--- config.mk ---
export PLATFORM = sky130hd
export DESIGN_NAME = sd_card_ctrl
export DESIGN_NICKNAME = d
export VERILOG_FILES = /design/src/rtl/sd_card_ctrl.sv
export SDC_FILE = /design/constraint.sdc
export NUM_CORES = 1
export LEC_CHECK = 0
export CAP_MARGIN = 25
export CORE_ASPECT_RATIO = 0.9
export CORE_MARGIN = 2
export CORE_UTILIZATION = 40
export CTS_BUF_LIST = sky130_fd_sc_hd__clkbuf_8
export DETAILED_ROUTE_END_ITERATION = 8
export GPL_ROUTABILITY_DRIVEN = 0
export PLACE_DENSITY = 0.74
export SYNTH_ARGS = -nofsm -noshare
export SYNTH_HDL_FRONTEND = slang
export SYNTH_SLANG_ARGS = --single-unit
--- constraint.sdc ---
create_clock -name i_clk -period 3.1 [get_ports i_clk]
set_input_delay 0.775 -clock i_clk [delete_from_list [all_inputs] [get_ports i_clk]]
set_output_delay 0.775 -clock i_clk [all_outputs]
set_load 0.01 [all_outputs]
--- src/rtl/sd_card_ctrl.sv ---
// rtl/sd_card_ctrl.sv - SD card init sequencer (CMD0/55/41/16) and single-block CMD17/CMD24 issue
module sd_card_ctrl #(
  parameter int          POWER_CYCLES   = 80,
  parameter int          RSP_TIMEOUT    = 4096,
  parameter logic [15:0] ACMD41_RETRIES = 16'd1000
) (
  input  logic        i_clk,
  input  logic        i_rst_n,
  input  logic        i_start_init,
  input  logic        i_rd_req,
  input  logic        i_wr_req,
  input  logic [31:0] i_block_addr,
  output logic        o_send_cmd,
  output logic [2:0]  o_cmd_select,
  output logic [31:0] o_cmd_arg,
  input  logic        i_cmd_confirm,
  input  logic [7:0]  i_cmd_status,
  output logic        o_busy,
  output logic        o_init_done,
  output logic        o_init_error,
  output logic        o_op_done,
  output logic        o_op_error,
  output logic [7:0]  o_error_code
);

  localparam logic [2:0]  SEL_CMD0     = 3'd1;
  localparam logic [2:0]  SEL_CMD16    = 3'd2;
  localparam logic [2:0]  SEL_CMD17    = 3'd3;
  localparam logic [2:0]  SEL_CMD24    = 3'd4;
  localparam logic [2:0]  SEL_CMD55    = 3'd5;
  localparam logic [2:0]  SEL_CMD41    = 3'd7;
  localparam logic [7:0]  ST_OK        = 8'd1;
  localparam logic [7:0]  ST_IDLE      = 8'd2;
  localparam logic [7:0]  CODE_TIMEOUT = 8'hF0;
  localparam logic [7:0]  CODE_RETRIES = 8'hF1;
  localparam logic [7:0]  CODE_BADCMD  = 8'hF2;
  localparam logic [31:0] PW_LAST      = 32'(POWER_CYCLES - 1);
  localparam logic [31:0] TO_LAST      = 32'(RSP_TIMEOUT - 1);

  typedef enum logic [2:0] {
    UNINIT, POWER_WAIT, ISSUE, WAIT_SENT, WAIT_RSP, EVAL, READY, FAIL
  } state_t;

  typedef enum logic [1:0] {ACT_ISSUE, ACT_INIT_OK, ACT_OP_END, ACT_FAIL} act_t;

  state_t      state;
  logic [31:0] cnt;
  logic [15:0] retry;
  logic [7:0]  rsp_status;
  logic        timed_out;

  act_t        eval_act;
  logic [2:0]  eval_sel;
  logic [31:0] eval_arg;
  logic [7:0]  eval_code;
  logic        retry_load;
  logic        retry_dec;
  logic        is_op;

  // Decode of the finished command's outcome, consumed only in EVAL
  always_comb begin
    eval_act   = ACT_FAIL;
    eval_sel   = SEL_CMD55;
    eval_arg   = '0;
    eval_code  = rsp_status;
    retry_load = 1'b0;
    retry_dec  = 1'b0;
    is_op      = (o_cmd_select == SEL_CMD17) || (o_cmd_select == SEL_CMD24);
    if (timed_out) begin
      eval_code = CODE_TIMEOUT;
      eval_act  = is_op ? ACT_OP_END : ACT_FAIL;
    end else begin
      case (o_cmd_select)
        SEL_CMD0: begin
          if (rsp_status == ST_IDLE) begin
            eval_act   = ACT_ISSUE;
            retry_load = 1'b1;
          end
        end
        SEL_CMD55: begin
          if (rsp_status == ST_OK || rsp_status == ST_IDLE) begin
            eval_act = ACT_ISSUE;
            eval_sel = SEL_CMD41;
          end
        end
        SEL_CMD41: begin
          if (rsp_status == ST_OK) begin
            eval_act = ACT_ISSUE;
            eval_sel = SEL_CMD16;
            eval_arg = 32'd512;
          end else if (rsp_status == ST_IDLE) begin
            if (retry == 16'd0) begin
              eval_code = CODE_RETRIES;
            end else begin
              eval_act  = ACT_ISSUE;
              retry_dec = 1'b1;
            end
          end
        end
        SEL_CMD16: begin
          if (rsp_status == ST_OK) eval_act = ACT_INIT_OK;
        end
        SEL_CMD17, SEL_CMD24: eval_act = ACT_OP_END;
        default: eval_code = CODE_BADCMD;
      endcase
    end
  end

  always_ff @(posedge i_clk) begin
    if (!i_rst_n) begin
      state        <= UNINIT;
      cnt          <= '0;
      retry        <= '0;
      rsp_status   <= '0;
      timed_out    <= 1'b0;
      o_send_cmd   <= 1'b0;
      o_cmd_select <= '0;
      o_cmd_arg    <= '0;
      o_busy       <= 1'b0;
      o_init_done  <= 1'b0;
      o_init_error <= 1'b0;
      o_op_done    <= 1'b0;
      o_op_error   <= 1'b0;
      o_error_code <= '0;
    end else begin
      o_send_cmd <= 1'b0;
      o_op_done  <= 1'b0;
      o_op_error <= 1'b0;
      case (state)
        UNINIT, FAIL: begin
          if (i_start_init) begin
            state        <= POWER_WAIT;
            cnt          <= '0;
            o_busy       <= 1'b1;
            o_init_error <= 1'b0;
          end
        end
        POWER_WAIT: begin
          if (cnt >= PW_LAST) begin
            state        <= ISSUE;
            o_send_cmd   <= 1'b1;
            o_cmd_select <= SEL_CMD0;
            o_cmd_arg    <= '0;
            cnt          <= '0;
          end else begin
            cnt <= cnt + 32'd1;
          end
        end
        ISSUE: begin
          state     <= WAIT_SENT;
          cnt       <= cnt + 32'd1;
          timed_out <= 1'b0;
        end
        WAIT_SENT: begin
          if (cnt >= TO_LAST) begin
            timed_out <= 1'b1;
            state     <= EVAL;
          end else begin
            cnt <= cnt + 32'd1;
            if (i_cmd_confirm) state <= WAIT_RSP;
          end
        end
        WAIT_RSP: begin
          if (i_cmd_confirm) begin
            rsp_status <= i_cmd_status;
            state      <= EVAL;
          end else if (cnt >= TO_LAST) begin
            timed_out <= 1'b1;
            state     <= EVAL;
          end else begin
            cnt <= cnt + 32'd1;
          end
        end
        EVAL: begin
          if (retry_load)     retry <= ACMD41_RETRIES;
          else if (retry_dec) retry <= retry - 16'd1;
          case (eval_act)
            ACT_ISSUE: begin
              state        <= ISSUE;
              o_send_cmd   <= 1'b1;
              o_cmd_select <= eval_sel;
              o_cmd_arg    <= eval_arg;
              cnt          <= '0;
            end
            ACT_INIT_OK: begin
              state       <= READY;
              o_busy      <= 1'b0;
              o_init_done <= 1'b1;
            end
            ACT_OP_END: begin
              state  <= READY;
              o_busy <= 1'b0;
              if (!timed_out && rsp_status == ST_OK) begin
                o_op_done <= 1'b1;
              end else begin
                o_op_error   <= 1'b1;
                o_error_code <= eval_code;
              end
            end
            default: begin
              state        <= FAIL;
              o_busy       <= 1'b0;
              o_init_done  <= 1'b0;
              o_init_error <= 1'b1;
              o_error_code <= eval_code;
            end
          endcase
        end
        READY: begin
          if (i_start_init) begin
            state       <= POWER_WAIT;
            cnt         <= '0;
            o_busy      <= 1'b1;
            o_init_done <= 1'b0;
          end else if (i_rd_req || i_wr_req) begin
            // read takes priority when both arrive together
            state        <= ISSUE;
            o_send_cmd   <= 1'b1;
            o_busy       <= 1'b1;
            o_cmd_select <= i_rd_req ? SEL_CMD17 : SEL_CMD24;
            o_cmd_arg    <= i_block_addr;
            cnt          <= '0;
          end
        end
        default: state <= UNINIT;
      endcase
    end
  end

endmodule

==> results of run 1 <==
==> metal layers <==
metal	global-route usage (%)	part of all wire, %	wire length, um	vias to the layer above
met4	5.39	1.3	210	0
met2	30.4	44	6960	169
met3	7.64	8.2	1290	15
met1	29.1	46	7210	2706
met5	0	0	0	-
li1	-	-	-	2819
==> Yosys cell counts, drive strengths merged, types with 5 or more instances <==
| library cell | count | area share, % |
|---|---|---|
| o41ai | 5 | 0.76 |
| or4 | 20 | 2.7 |
| nand3 | 56 | 5.1 |
| nor3 | 18 | 1.6 |
| nor2b | 5 | 0.54 |
| or4b | 5 | 0.87 |
| o21ai | 60 | 5.2 |
| nand2 | 50 | 3.3 |
| a2111oi | 9 | 2.0 |
| nand4 | 14 | 1.5 |
| a31oi | 11 | 1.2 |
| or2 | 8 | 0.91 |
| a21oi | 29 | 2.5 |
| o31ai | 16 | 2.2 |
| or3 | 16 | 1.7 |
| inv | 14 | 0.91 |
| o221a | 10 | 2.0 |
| xnor2 | 13 | 2.0 |
| clkbuf | 38 | 2.5 |
| dfxtp | 109 | 38 |
| nor2 | 41 | 2.8 |
| buf | 18 | 1.8 |
| nor4 | 16 | 1.7 |
| a21boi | 50 | 6.5 |
==> cells by family (layout without fill, tap and decap cells) <==
family | Yosys count | after routing | synth area share [%]
flip-flops | 109 | 109 | 37.8
XOR/XNOR | 14 | 14 | 2.13
adder cells (fa/ha/maj) | 2 | 2 | 0.434
multiplexers | 5 | 5 | 0.889
buffers and inverters | 70 | 156 | 5.14
AO/OA/AOI/OAI | 228 | 228 | 28.2
AND/OR/NAND/NOR | 271 | 271 | 25.4
==> flip-flops by register name (all words and copies together), names as in the netlist <==
signal,count
o_init_error,1
state,3
cnt,32
o_busy,1
o_send_cmd,1
rsp_status,8
o_init_done,1
o_cmd_select,3
retry,16
o_cmd_arg,32
o_op_done,1
timed_out,1
o_error_code,8
o_op_error,1
==> worst min-delay path, delay by kind of cell, from the launching register on <==
kind            cells  cell delay [ns]
compound gates      1             0.06
simple gates        1             0.05
flops               1             0.33
==> power by group through the flow <==
stage | Sequential, mW | Clock (mW) | Combinational [mW]
finish | 1.57 | 0.954 | 1.74
global route | 1.58 | 1.03 | 1.91
CTS | 1.57 | 0.985 | 1.73
detailed placement | 1.60 | 0 | 1.73
global placement | 1.60 | 0 | 1.71
floorplan | 1.59 | 0 | 1.14
==> layout make-up <==
type                    count  area, um2  area share [%]
repair buffers            126       1210            16.8
well taps                 193        241            3.35
clock buffers              10        138            1.91
multi-input cells         520       3310            45.9
inverters                  14       52.6           0.728
flip-flops and latches    109       2180            30.2
clock inverters             6       75.1            1.04
==> worst max path at each step <==
| stage | startpoint | to | slack, ns | depth (start not counted) |
|---|---|---|---|---|
| 6_report | rsp_status[1]$_SDFFE_PN0P_ | retry[14]$_SDFFE_PN0P_ | 0.24 | 6 |
| 5_1_grt | rsp_status[1]$_SDFFE_PN0P_ | retry[14]$_SDFFE_PN0P_ | 0.09 | 6 |
| 3_3_place_gp | i_rd_req | cnt[25]$_SDFFE_PN0P_ | 0.14 | 7 |
| 3_5_place_dp | i_rd_req | cnt[21]$_SDFFE_PN0P_ | 0.08 | 8 |
| 4_1_cts | rsp_status[1]$_SDFFE_PN0P_ | retry[14]$_SDFFE_PN0P_ | 0.27 | 6 |
| 2_1_floorplan | cnt[0]$_SDFFE_PN0P_ | cnt[12]$_SDFFE_PN0P_ | 0.65 | 9 |
==> through the flow <==
step	instance area [um2]	total power, mW	std cells
detailed placement	7000	3.33	962
floorplan	5770	2.72	699
global placement	7000	3.31	962
global route	7220	4.53	978
CTS	7220	4.29	978
finish	7220	4.27	978
==> results.sh, run 1 <==
export IMPL_cts_hold_buf=0
export IMPL_period_share_pct=92.2
export IMPL_timing_critical_path_buf_inv=0
export IMPL_post_synth_inst_count=699
export IMPL_setup_tns_final_ns=0
export IMPL_dp_hpwl_um=10600
export IMPL_synthToLayoutAreaGrowth_pct=25.1
export IMPL_grt_start_max_net_pins=94
export IMPL_power_static_leakage_nw=2.35
export IMPL_vias_per_cell=5.84
export IMPL_hold_end="o_error_code[0]$_SDFFE_PN0P_"
export IMPL_ys_seq_area_share_pct=37.8
export IMPL_pwr_share_clk_pct=22.4
export IMPL_internal_power_mw=2.55
export IMPL_synth_net_count=747
export IMPL_synth_cell_type_count=71
export IMPL_cts_htree_levels=3
export IMPL_timing_critical_path_from_type="flop"
export IMPL_final_core_utilization_pct=51.3
export IMPL_path_cells="or4b_1 -> nor2_2 -> nand4_1 -> a2111oi_2 -> nand2_1 -> mux2i_1"
export IMPL_synth_seq_cells=109
export IMPL_cts_resized=0
export IMPL_worst_ep_arrival_time_ns=3.17
export IMPL_tritoncts="done"
export IMPL_timing_max_cap_violations=0
export IMPL_post_cts_buffers=0
export IMPL_min_period_ns=2.86
export IMPL_finClkSkew_ns=0.0181
export IMPL_clock_insertion_delay_worst_skew_ns=0.40
export IMPL_die_h_um=118
export IMPL_seqPwrFrac_pct=36.9
export IMPL_rsz_0062_raised_after_global_routing="false"
export IMPL_timing_hold_worst_start="o_error_code[0]$_SDFFE_PN0P_"
export IMPL_switchingPower_mw=1.71
export IMPL_routed_wl_um=15700
export IMPL_power_share_switching_pct=40.2
export IMPL_tightest_slew_ns=0.908
export IMPL_critical_path_max_stage_delay_ns=0.69
export IMPL_design_portCount=95
export IMPL_diodes=0
export IMPL_syn_area_per_cell_um2=8.25
export IMPL_dr_pass1_iters=5
export IMPL_cts_path_max_buffers=2
export IMPL_layout_drive_gt1_share_pct=9.17
export IMPL_async_reset_ff_share_pct=0
export IMPL_placement_io_buffers=94
export IMPL_cp_top_family="simple AND/OR/NAND/NOR gates"
export IMPL_layout_nets=828
export IMPL_critPathMaxFanout=9
export IMPL_worstReg2RegEnd="retry[14]$_SDFFE_PN0P_"
export IMPL_crit_type="reg -> reg"
export IMPL_clk_pin_slew_ns=0.11
export IMPL_core_area_um2=14100
export IMPL_crit_path_end_kind="flop"
export IMPL_comb_power_share_pct=40.7
export IMPL_effective_utilization_at_floorplan_pct=41.0
export IMPL_timing_final_max_slew_violations=0
export IMPL_commonest_non_fill_non_tap_cell_in_the_layout="sky130_fd_sc_hd__dfxtp_1"
export IMPL_report_final_hold_viol_count=0
export IMPL_die_area_um2=15400
export IMPL_clkSinkCount=109
export IMPL_detail_route_drc_violations=0
export IMPL_setup_viol_count_final=0
export IMPL_grt_use_total_pct=20.9
export IMPL_p_per_area_nw_per_um2=591
export IMPL_filler_cell_count=1351
export IMPL_most_common_layout_cells="sky130_fd_sc_hd__dfxtp_1 (109), sky130_fd_sc_hd__clkdlybuf4s50_1 (93), sky130_fd_sc_hd__o21ai_0 (60)"
export IMPL_drtAntennaViolNets=0
export IMPL_globalRoute_totalOverflow=0
export IMPL_cts_buffers=9
export IMPL_status="finished, final reports clean"
export IMPL_root_buffer="sky130_fd_sc_hd__clkbuf_8"
export IMPL_setup_slack_ns=0.242
export IMPL_crit_reg2reg_launch="rsp_status[1]$_SDFFE_PN0P_"
export IMPL_detail_route_iter0_violations=373
export IMPL_critical_path_required_ns=3.41
export IMPL_final_worst_hold_slack_ns=0.468
export IMPL_timing_slew_headroom_pct=39.5
export IMPL_via_count_of_the_first_global_routing_pass=5214
export IMPL_hold_path_class="reg -> reg"
export IMPL_hold_path_cell_count=2
export IMPL_pre_cts_ws_ns=0.0842
export IMPL_dr_total_vias=5709
export IMPL_core_rowCount=41
export IMPL_dominantRegCellSynth="sky130_fd_sc_hd__dfxtp_1"
export IMPL_number_of_antenna_violations_at_the_first_check_in_global_routing=0
export IMPL_max_clock_freq_mhz=350
export IMPL_die_w_um=131
export IMPL_synth_edf_count=0
export IMPL_slowest_stage="sky130_fd_sc_hd__a2111oi_2"
export IMPL_ir_drop_v=0.000389
export IMPL_post_synthesis_instance_area_um2=5770
export IMPL_synthesis_yosys_warnings=0
export IMPL_routedWlPerCell_um=16.0
export IMPL_rrSetupSlack_ns=0.24
export IMPL_grt_pass1_wl_um=26100
export IMPL_timing_reg2reg_worst_path_depth=6
Power figures use the tool's default switching activity.
==> run 2: changes to the inputs <==
--- a/config.mk
+++ b/config.mk
@@ -8,11 +8,11 @@
 export CAP_MARGIN = 25
 export CORE_ASPECT_RATIO = 0.9
 export CORE_MARGIN = 2
-export CORE_UTILIZATION = 40
+export CORE_UTILIZATION = 50
 export CTS_BUF_LIST = sky130_fd_sc_hd__clkbuf_8
 export DETAILED_ROUTE_END_ITERATION = 8
 export GPL_ROUTABILITY_DRIVEN = 0
-export PLACE_DENSITY = 0.74
+export PLACE_DENSITY = 0.79
 export SYNTH_ARGS = -nofsm -noshare
 export SYNTH_HDL_FRONTEND = slang
 export SYNTH_SLANG_ARGS = --single-unit
==> constraint.sdc (replaced) <==
create_clock -name i_clk -period 2.3 [get_ports i_clk]
set_input_delay 0.575 -clock i_clk [delete_from_list [all_inputs] [get_ports i_clk]]
set_output_delay 0.575 -clock i_clk [all_outputs]
set_load 0.01 [all_outputs]
==> run 2 against run 1 <==
First-iteration DRC count rose by 51%; utilization rose by 20 points; wire length rose by 8.4%; sequential share of layout area fell by 3.1 points; the run now ends with negative setup slack left; critical path depth rose by 1; global-route usage rose by 6.0 points; largest cell class unchanged; setup slack got worse by 0.41 ns; sequential power rose by 35%; non-clock buffer count rose by 69; largest power group unchanged.
==> results.sh, run 2 (synthesis gave the netlist of run 1 again) <==
export IMPL_status="finished, violations left"
export IMPL_failed_checks="negative setup slack"
export IMPL_globalRoute_totalOverflow=0
export IMPL_critical_path_max_stage_delay_ns=0.59
export IMPL_pre_cts_ws_ns=-0.427
export IMPL_crit_type="reg -> reg"
export IMPL_rrSetupSlack_ns=-0.16
export IMPL_design_portCount=95
export IMPL_switchingPower_mw=2.45
export IMPL_timing_slew_headroom_pct=62.4
export IMPL_clock_insertion_delay_worst_skew_ns=0.39
export IMPL_number_of_antenna_violations_at_the_first_check_in_global_routing=0
export IMPL_timing_final_max_slew_violations=0
export IMPL_dr_total_vias=6195
export IMPL_dp_hpwl_um=11400
export IMPL_hold_path_class="reg -> reg"
export IMPL_die_w_um=117
export IMPL_clkSinkCount=109
export IMPL_die_area_um2=12400
export IMPL_filler_cell_count=869
export IMPL_placement_io_buffers=94
export IMPL_slowest_stage="sky130_fd_sc_hd__or4_4"
export IMPL_rsz_0062_raised_after_global_routing="true"
export IMPL_timing_hold_worst_start="o_error_code[0]$_SDFFE_PN0P_"
export IMPL_critical_path_required_ns=2.61
export IMPL_detail_route_iter0_violations=564
export IMPL_grt_start_max_net_pins=94
export IMPL_tritoncts="done"
export IMPL_commonest_non_fill_non_tap_cell_in_the_layout="sky130_fd_sc_hd__dfxtp_1"
export IMPL_via_count_of_the_first_global_routing_pass=5895
export IMPL_crit_path_end_kind="flop"
export IMPL_multiInputGateArea_um2=3610
export IMPL_power_share_switching_pct=38.6
export IMPL_core_area_um2=11300
export IMPL_finClkSkew_ns=0.0135
export IMPL_core_rowCount=37
export IMPL_crit_reg2reg_launch="rsp_status[3]$_SDFFE_PN0P_"
export IMPL_comb_power_share_pct=46.4
export IMPL_cts_buffers=9
export IMPL_period_share_pct=107
export IMPL_cts_path_max_buffers=2
export IMPL_routedWlPerCell_um=16.8
export IMPL_report_final_hold_viol_count=0
export IMPL_worst_path_stages=7
export IMPL_diodes=0
export IMPL_sequential_cell_area_um2=2190
export IMPL_hold_path_cell_count=2
export IMPL_detail_route_drc_violations=0
export IMPL_cp_common_cell="sky130_fd_sc_hd__or4_4"
export IMPL_internal_power_mw=3.91
export IMPL_min_period_ns=2.46
export IMPL_effective_utilization_at_floorplan_pct=50.9
export IMPL_power_static_leakage_nw=2.77
export IMPL_setup_slack_ns=-0.163
export IMPL_dr_pass1_iters=6
export IMPL_ir_drop_v=0.000425
export IMPL_cp_top_family="simple AND/OR/NAND/NOR gates"
export IMPL_pwr_share_clk_pct=20.4
export IMPL_routed_wl_um=17000
export IMPL_setup_viol_count_final=27
export IMPL_cts_htree_levels=3
export IMPL_placed_cell_area_um2=7490
export IMPL_worst_ep_arrival_time_ns=2.78
export IMPL_synthToLayoutAreaGrowth_pct=39.8
export IMPL_clk_pin_slew_ns=0.09
export IMPL_p_per_area_nw_per_um2=789
export IMPL_grt_pass1_wl_um=27400
export IMPL_layout_nets=898
export IMPL_path_cells="or4_4 -> or2_4 -> o211ai_4 -> nand3_4 -> buf_12 -> or4_4 -> a21oi_2"
export IMPL_timing_critical_path_buf_inv=1
export IMPL_timing_reg2reg_worst_path_depth=7
export IMPL_layout_drive_gt1_share_pct=22.1
export IMPL_drtAntennaViolNets=0
export IMPL_grt_use_total_pct=26.8
export IMPL_worstReg2RegEnd="cnt[22]$_SDFFE_PN0P_"
export IMPL_root_buffer="sky130_fd_sc_hd__clkbuf_8"
export IMPL_most_common_layout_cells="sky130_fd_sc_hd__dfxtp_1 (102), sky130_fd_sc_hd__clkdlybuf4s50_1 (93), sky130_fd_sc_hd__buf_4 (90)"
export IMPL_postLayoutCellArea_um2=8060
export IMPL_timing_max_cap_violations=0
export IMPL_critPathMaxFanout=35
export IMPL_timing_critical_path_from_type="flop"
export IMPL_hold_end="o_error_code[0]$_SDFFE_PN0P_"
export IMPL_die_h_um=106
export IMPL_final_worst_hold_slack_ns=0.468
export IMPL_largestRegisters="cnt (32), o_cmd_arg (32), retry (16)"
export IMPL_vias_per_cell=6.13
export IMPL_max_clock_freq_mhz=406
export IMPL_tightest_slew_ns=0.556
export IMPL_seqPwrFrac_pct=33.3
run 2: cell types whose count changed in the layout (fill, tap and decap cells not counted), moves of 5 or more:
cell                        previous run  this run
sky130_fd_sc_hd__o41ai_2               0         5
sky130_fd_sc_hd__o21ai_1               0        24
sky130_fd_sc_hd__a21boi_1             24        35
sky130_fd_sc_hd__o41ai_1               5         0
sky130_fd_sc_hd__a2111oi_4             0         5
sky130_fd_sc_hd__o21ai_0              60        35
sky130_fd_sc_hd__dfxtp_2               0         7
sky130_fd_sc_hd__buf_4                29        90
sky130_fd_sc_hd__a21boi_0             26        14
sky130_fd_sc_hd__nor4_1               16        10
sky130_fd_sc_hd__nor4_2                0         6
sky130_fd_sc_hd__dfxtp_1             109       102
run 2: repair_timing:
action / CTS / global route
buffers inserted: 1 / 4
endpoints found under the setup margin: 70 / 95
resized for setup: 14 / 81
hold buffers: 0 / 0
cloned: 1 / 2
pin swaps: 5 / 28
run 2: worst reg2reg max path: cells and delay by family (launching register included):
family,cells,cell delay (ns)
and+or+nand+nor,4,1.53
AOI/OAI and AO/OA,2,0.36
DFF,1,0.33
buffers and inverters,1,0.18
run 2: per-stage QoR:
stage	total power, mW	setup TNS [ns]	utilization, %	cells
finish	6.36	-2.87	71.1	1010
global route	6.73	-6.01	71.1	1010
CTS	6.09	-3.35	68.9	1004
detailed placement	4.76	-14.41	66.0	987
global placement	4.69	-12.96	66.0	987
floorplan	3.73	-0.133	-	699
run 2: worst max path at each step:
stage                                           from                   end  slack, ns
after floorplan           rsp_status[4]$_SDFFE_PN0P_  cnt[18]$_SDFFE_PN0P_      -0.01
after global placement                      i_rd_req  cnt[25]$_SDFFE_PN0P_      -0.38
after detailed placement                    i_rd_req  cnt[22]$_SDFFE_PN0P_      -0.43
after CTS                 rsp_status[4]$_SDFFE_PN0P_  cnt[22]$_SDFFE_PN0P_      -0.14
after global routing      rsp_status[3]$_SDFFE_PN0P_  cnt[25]$_SDFFE_PN0P_      -0.25
final                     rsp_status[3]$_SDFFE_PN0P_  cnt[22]$_SDFFE_PN0P_      -0.16
run 2: power by group through the flow:
stage	Combinational [mW]	Sequential (mW)	Clock, mW
floorplan	1.59	2.14	0
global placement	2.56	2.14	0
detailed placement	2.62	2.15	0
CTS	2.66	2.10	1.32
global route	3.18	2.13	1.41
finish	2.95	2.12	1.30
run 2: per-layer routing:
metal,wire length [um],track usage [%],vias up
li1,-,-,2940
met1,7070,35.4,2935
met2,8050,42.9,284
met3,1580,7.13,36
met4,300,8.07,0
met5,0,0,-
run 2: cell type report:
cell class,count,share of cell area [%]
sequential,109,27.2
inverter,14,0.652
clock buffer,11,1.88
tap,156,2.42
timing repair buffer,195,22.2
multi-input combinational,521,44.8
clock inverter,4,0.900
